==> src/rtl/tal_multilane_ctrl.sv <==
// Multi-lane parking barrier controller: one raise/up/lower FSM per entry lane,
// all lanes sharing a single occupancy-plus-reservation count for the lot.
module tal_multilane_ctrl #(
  parameter int N_LANES   = 2,
  parameter int N_EXITS   = 1,
  parameter int CAPACITY  = 4,
  parameter int RAISE_CYC = 3,
  parameter int LOWER_CYC = 3,
  parameter int TIMEOUT   = 16,
  localparam int CW = $clog2(CAPACITY + 1)
) (
  input  logic                   clk,
  input  logic                   R,
  input  logic [N_LANES-1:0]     T,
  input  logic [N_LANES-1:0]     V,
  input  logic [N_LANES-1:0]     C,
  input  logic [N_EXITS-1:0]     EXIT,
  output logic [2*N_LANES-1:0]   TAL,
  output logic                   FULL,
  output logic [CW-1:0]          FREE
);

  localparam int TMAX0 = (RAISE_CYC > LOWER_CYC) ? RAISE_CYC : LOWER_CYC;
  localparam int TMAX  = (TMAX0 > TIMEOUT) ? TMAX0 : TIMEOUT;
  localparam int TW    = $clog2(TMAX + 1);
  localparam int SW    = CW + 5;

  localparam logic [TW-1:0] RAISE_T   = TW'(RAISE_CYC);
  localparam logic [TW-1:0] LOWER_T   = TW'(LOWER_CYC);
  localparam logic [TW-1:0] TIMEOUT_T = TW'(TIMEOUT - 1);
  localparam logic [SW-1:0] CAP_S     = SW'(CAPACITY);

  localparam logic [1:0] TAL_DOWN     = 2'd0;
  localparam logic [1:0] TAL_UPSTART  = 2'd1;
  localparam logic [1:0] TAL_UP       = 2'd2;
  localparam logic [1:0] TAL_DNSTART  = 2'd3;

  typedef enum logic [1:0] {IDLE, RAISE, UP, LOWER} laneStateT;

  laneStateT           laneState [N_LANES];
  logic [TW-1:0]       timer     [N_LANES];
  logic [N_LANES-1:0]  seen;
  logic [CW-1:0]       used;
  logic [CW-1:0]       usedNext;
  logic [N_LANES-1:0]  grant;
  logic [N_LANES-1:0]  timeoutHit;
  logic [SW-1:0]       nGrant;
  logic [SW-1:0]       nTimeout;
  logic [SW-1:0]       nExit;
  logic [SW-1:0]       addSum;
  logic [SW-1:0]       subSum;
  logic [SW-1:0]       diff;

  // Grants go lowest lane first against the count held at the start of the cycle.
  always_comb begin
    grant  = '0;
    nGrant = '0;
    for (int i = 0; i < N_LANES; i++) begin
      if (R && laneState[i] == IDLE && T[i] && V[i] &&
          (SW'(used) + nGrant) < CAP_S) begin
        grant[i] = 1'b1;
        nGrant   = nGrant + SW'(1);
      end
    end
  end

  always_comb begin
    timeoutHit = '0;
    nTimeout   = '0;
    for (int i = 0; i < N_LANES; i++) begin
      if (laneState[i] == UP && !seen[i] && timer[i] == TIMEOUT_T) begin
        timeoutHit[i] = 1'b1;
        nTimeout      = nTimeout + SW'(1);
      end
    end
  end

  always_comb begin
    nExit = '0;
    for (int j = 0; j < N_EXITS; j++) begin
      if (EXIT[j]) nExit = nExit + SW'(1);
    end
  end

  // Net all count changes of this cycle and clamp into [0, CAPACITY].
  always_comb begin
    addSum   = SW'(used) + nGrant;
    subSum   = nTimeout + nExit;
    diff     = '0;
    usedNext = '0;
    if (subSum < addSum) begin
      diff = addSum - subSum;
      usedNext = (diff > CAP_S) ? CW'(CAPACITY) : CW'(diff);
    end
  end

  always_comb begin
    TAL = '0;
    for (int i = 0; i < N_LANES; i++) begin
      case (laneState[i])
        IDLE:    TAL[2*i +: 2] = grant[i] ? TAL_UPSTART : TAL_DOWN;
        RAISE:   TAL[2*i +: 2] = TAL_UPSTART;
        UP:      TAL[2*i +: 2] = TAL_UP;
        default: TAL[2*i +: 2] = (R && C[i]) ? TAL_UPSTART : TAL_DNSTART;
      endcase
    end
  end

  always_ff @(posedge clk) begin
    if (!R) begin
      for (int i = 0; i < N_LANES; i++) begin
        laneState[i] <= IDLE;
        timer[i]     <= '0;
      end
      seen <= '0;
      used <= '0;
      FULL <= 1'b0;
      FREE <= CW'(CAPACITY);
    end else begin
      for (int i = 0; i < N_LANES; i++) begin
        case (laneState[i])
          IDLE: begin
            if (grant[i]) begin
              laneState[i] <= RAISE;
              timer[i]     <= TW'(1);
            end
          end
          RAISE: begin
            if (timer[i] == RAISE_T) begin
              laneState[i] <= UP;
              timer[i]     <= '0;
            end else begin
              timer[i] <= timer[i] + TW'(1);
            end
          end
          UP: begin
            if (C[i]) seen[i] <= 1'b1;
            if (seen[i] && !C[i]) begin
              laneState[i] <= LOWER;
              timer[i]     <= TW'(1);
            end else if (timeoutHit[i]) begin
              laneState[i] <= LOWER;
              timer[i]     <= TW'(1);
            end else if (!seen[i]) begin
              timer[i] <= timer[i] + TW'(1);
            end
          end
          default: begin
            // A car under a closing barrier re-opens it without touching the count.
            if (C[i]) begin
              laneState[i] <= RAISE;
              timer[i]     <= TW'(1);
            end else if (timer[i] == LOWER_T) begin
              laneState[i] <= IDLE;
              timer[i]     <= '0;
              seen[i]      <= 1'b0;
            end else begin
              timer[i] <= timer[i] + TW'(1);
            end
          end
        endcase
      end
      used <= usedNext;
      FULL <= (usedNext == CW'(CAPACITY));
      FREE <= CW'(CAPACITY) - usedNext;
    end
  end

endmodule
==> config.mk <==
export PLATFORM = sky130hd
export DESIGN_NAME = tal_multilane_ctrl
export DESIGN_NICKNAME = d
export VERILOG_FILES = /design/src/rtl/tal_multilane_ctrl.sv
export SDC_FILE = /design/constraint.sdc
export NUM_CORES = 1
export LEC_CHECK = 0
export BUFFER_PORTS_ARGS = -buffer_cell sky130_fd_sc_hd__buf_2
export CAP_MARGIN = 30
export CELL_PAD_IN_SITES_DETAIL_PLACEMENT = 0
export CELL_PAD_IN_SITES_GLOBAL_PLACEMENT = 1
export CORE_ASPECT_RATIO = 0.7
export CORE_UTILIZATION = 46
export DETAILED_ROUTE_END_ITERATION = 7
export PLACE_DENSITY_LB_ADDON = 0.1
export SLEW_MARGIN = 10
export SYNTH_ARGS = -nofsm -noshare
export SYNTH_HDL_FRONTEND = slang
export SYNTH_SLANG_ARGS = --single-unit
export TNS_END_PERCENT = 30
==> constraint.sdc <==
create_clock -name clk -period 6.5 [get_ports clk]
set_input_delay 0.65 -clock clk [delete_from_list [all_inputs] [get_ports clk]]
set_output_delay 0.65 -clock clk [all_outputs]
set_load 0.02 [all_outputs]
==> impl_metrics.env <==
export IMPL_status="finished, final reports clean"
export IMPL_hpwl_microns=2590
export IMPL_crit_top_cell="ha_1"
export IMPL_fin_skew_ns=0.00376
export IMPL_worst_path_max_fanout=3
export IMPL_finalCriticalPeriod_ns=4.33
export IMPL_final_max_slew_viol_count=0
export IMPL_initial_core_util=0.499
export IMPL_tightestPinTransition_ns=0.773
export IMPL_netlist_area_sq_mm=0.00163
export IMPL_stdcell_count=228
export IMPL_postSynth_asyncResetShare=0
export IMPL_crit_buf_inv=0
export IMPL_antennaDiodeCount=0
export IMPL_cts_root_buf="clkbuf_8"
export IMPL_row_count=17
export IMPL_syn_avg_cell_area_sq_um=9.79
export IMPL_area_growth_pct=10.4
export IMPL_yosysUniqueCellTypes=44
export IMPL_yosysTopAreaCell="edfxtp_1"
export IMPL_synthXorXnorAreaFrac=0.0323
export IMPL_synth_top_cells_by_area="edfxtp_1 (26%), ha_1 (12%), dfxtp_1 (9.9%), fa_1 (3.7%), inv_1 (3.5%)"
export IMPL_cp_endpoint="FREE[2]"
export IMPL_max_stage_delay_ns=0.64
export IMPL_cts_tree="done"
export IMPL_wirelength_microns=3240
export IMPL_rsz0062_at_grt="no"
export IMPL_cts_clk_slew_worst_paths_ns=0.08
export IMPL_nNetsFinal=210
export IMPL_yosys_top_cells_count="ha_1 (16), inv_1 (15), nor2_1 (15)"
export IMPL_cp_startpoint="timer[1][0]"
export IMPL_r2r_cells=14
export IMPL_synthAdderAreaFrac=0.160
export IMPL_synth_nets=194
export IMPL_worstPathArrival_ns=4.48
export IMPL_synth_simple_area_share=0.229
export IMPL_clkLatencyLatePin_ns=0.26
export IMPL_synth_edff_count=14
export IMPL_hold_viol=0
export IMPL_antenna_found_initial=0
export IMPL_grt_max_degree=20
export IMPL_coreArea_sq_mm=0.00325
export IMPL_powerDensity_mw_per_mm2=215
export IMPL_crit_required_ns=6.65
export IMPL_cts_buffer_depth=2
export IMPL_r2r_end="FREE[2]"
export IMPL_hp_class="reg -> reg"
export IMPL_cpLargestDelayFamily="adder cells"
export IMPL_worst_setup_path_end_kind="flop"
export IMPL_synthMuxAreaShare=0
export IMPL_grt_busiest_layer="met2"
export IMPL_place_inst=224
export IMPL_finalSetupViolations=0
export IMPL_cts_buffers=3
export IMPL_drcViolationCount=0
export IMPL_use_met2=0.299
export IMPL_postCtsResizedCells=0
export IMPL_io_buffers=16
export IMPL_met3_usage=0.0465
export IMPL_ys_seq_area_frac=0.357
export IMPL_post_route_period_util=0.666
export IMPL_synthFlopType="edfxtp_1"
export IMPL_ir_drop_v=0.000128
export IMPL_first_pass_iters=4
export IMPL_die_w_microns=73.0
export IMPL_clock_sinks=22
export IMPL_fp_dieH_microns=51.7
export IMPL_layout_area_seq_sq_um=581
export IMPL_reg2reg_slack_ns=2.17
export IMPL_die_area_sq_mm=0.00378
export IMPL_cp_start_kind="flop"
export IMPL_max_slew_margin_rel=0.477
export IMPL_synth_compound_area_share=0.172
export IMPL_yosysWarnings=0
export IMPL_hold_buffers=0
export IMPL_place_congestion=0.896
export IMPL_cts_setup_buffers=0
export IMPL_rr_startpoint="timer[1][0]"
export IMPL_crit_type="reg -> reg"
export IMPL_vias=1246
export IMPL_first_global_vias=1163
export IMPL_synth_top_area_share=0.259
export IMPL_layout_drive_gt1_share=0.138
export IMPL_syn_inst=166
export IMPL_synth_most_common_cell="ha_1"
export IMPL_drt_iter0_markers=65
export IMPL_wl_per_cell_microns=14.2
export IMPL_viasPerCell=5.46
export IMPL_synth_top_family_by_area="simple AND/OR/NAND/NOR gates"
export IMPL_path_depth=14
export IMPL_crit_chain="ha_1 -> and3_1 -> ha_1 -> nor4b_1 -> fa_1 -> ha_1 -> fa_1 -> and2b_1 -> o21ai_1 -> a21o_1 -> a211o_1 -> ha_1 -> ha_1 -> nand2b_1"
export IMPL_multi_input_area_sq_um=963
export IMPL_grt_overflow=0
export IMPL_ioPinCount=17
export IMPL_grt_pass1_wl_microns=5670
export IMPL_ant_nets=0
export IMPL_htree_levels=1
export IMPL_synth_seq_cells=22
export IMPL_cp_slowest_cell="nor4b_1"
export IMPL_fillers=315
export IMPL_cap_violations=0
export IMPL_grt_usage=0.203
export IMPL_setup_tns_final_ns=0
export IMPL_met1_usage=0.296
export IMPL_leakagePower_nw=0.773
export IMPL_fmax_mhz=231
-- through the flow --
stage / cell area (sq um) / worst slack [ns] / hold WS [ns] / utilization / power (mW)
floorplan: 1630 / 2.39 / 0.489 / - / 0.262
global placement: 1740 / 2.13 / 0.523 / 0.534 / 0.288
detailed placement: 1740 / 2.03 / 0.525 / 0.534 / 0.291
CTS: 1790 / 2.12 / 0.540 / 0.551 / 0.392
global route: 1790 / 1.89 / 0.565 / 0.551 / 0.416
finish: 1790 / 2.17 / 0.542 / 0.551 / 0.386
-- worst register-to-register path: stages (launching register included) --
cell and delay (ns):
edfxtp_1 0.40, ha_1 0.22, and3_1 0.18, ha_1 0.17, nor4b_1 0.65, fa_1 0.54, ha_1 0.23, fa_1 0.44
and2b_1 0.23, o21ai_1 0.10, a21o_1 0.19, a211o_1 0.30, ha_1 0.18, ha_1 0.26, nand2b_1 0.13
-- area by class of cell --
class                           instances  area share
Clock buffer                            4      0.0307
Multi-Input combinational cell        124       0.537
Inverter                               15      0.0314
Sequential cell                        22       0.324
Tap cell                               47      0.0328
Timing Repair Buffer                   16      0.0446
-- kinds of logic (layout without fill, tap and decap cells) --
family | Yosys count | in the layout
AO/OA/AOI/OAI | 37 | 37
XOR/XNOR | 6 | 6
adder cells (fa/ha/maj) | 19 | 19
buffers and inverters | 20 | 35
flip-flops | 22 | 22
AND/OR/NAND/NOR | 62 | 62
-- power breakdown --
part	total (mW)	internal (mW)	switching, mW	leakage [nW]
combinational	0.103	0.0445	0.0588	0.530
clock	0.0987	0.0540	0.0447	0.0288
sequential	0.184	0.168	0.0163	0.214
-- worst min-delay path by stage --
stage | start | to | slack (ns) | cells after the start
2_1_floorplan | seen[0] | seen[0] | 0.49 | 2
3_3_place_gp | seen[1] | seen[1] | 0.52 | 2
3_5_place_dp | seen[0] | seen[0] | 0.53 | 2
4_1_cts | seen[0] | seen[0] | 0.54 | 2
5_1_grt | seen[1] | seen[1] | 0.56 | 2
6_report | seen[1] | seen[1] | 0.54 | 2
-- flip-flops by register name, summed over array words and instances, names as in the netlist --
signal / cells
timer: 10
laneState: 4
FREE: 3
seen: 2
used: 2
FULL: 1
-- cells in the final DEF, fill, tap and decap left out, types with 2 or more instances in the layout --
cell and count:
nand2b_1 4, o21ai_0 2, dfxtp_1 8, and2_1 4, nand3b_1 4, nor2_1 15, nand2_1 8, a31oi_1 6
edfxtp_1 14, and3_1 4, o21a_1 2, a211oi_1 3, nor2b_1 6, a21oi_1 7, nand3_1 5, fa_1 3
nor4b_1 3, a21boi_0 2, clkbuf_8 4, o31ai_1 2, o21ai_1 3, inv_1 15, xor2_1 4, xnor2_1 2
buf_2 16, ha_1 16, a21o_1 2, a211o_1 2
-- layer usage --
layer  vias to the layer above  wire [microns]
met5                         -               0
met4                         0              11
met3                         2             211
met2                        35            1340
met1                       572            1680
li1                        637               -
Note: power is estimated with default switching activity, not from simulation.
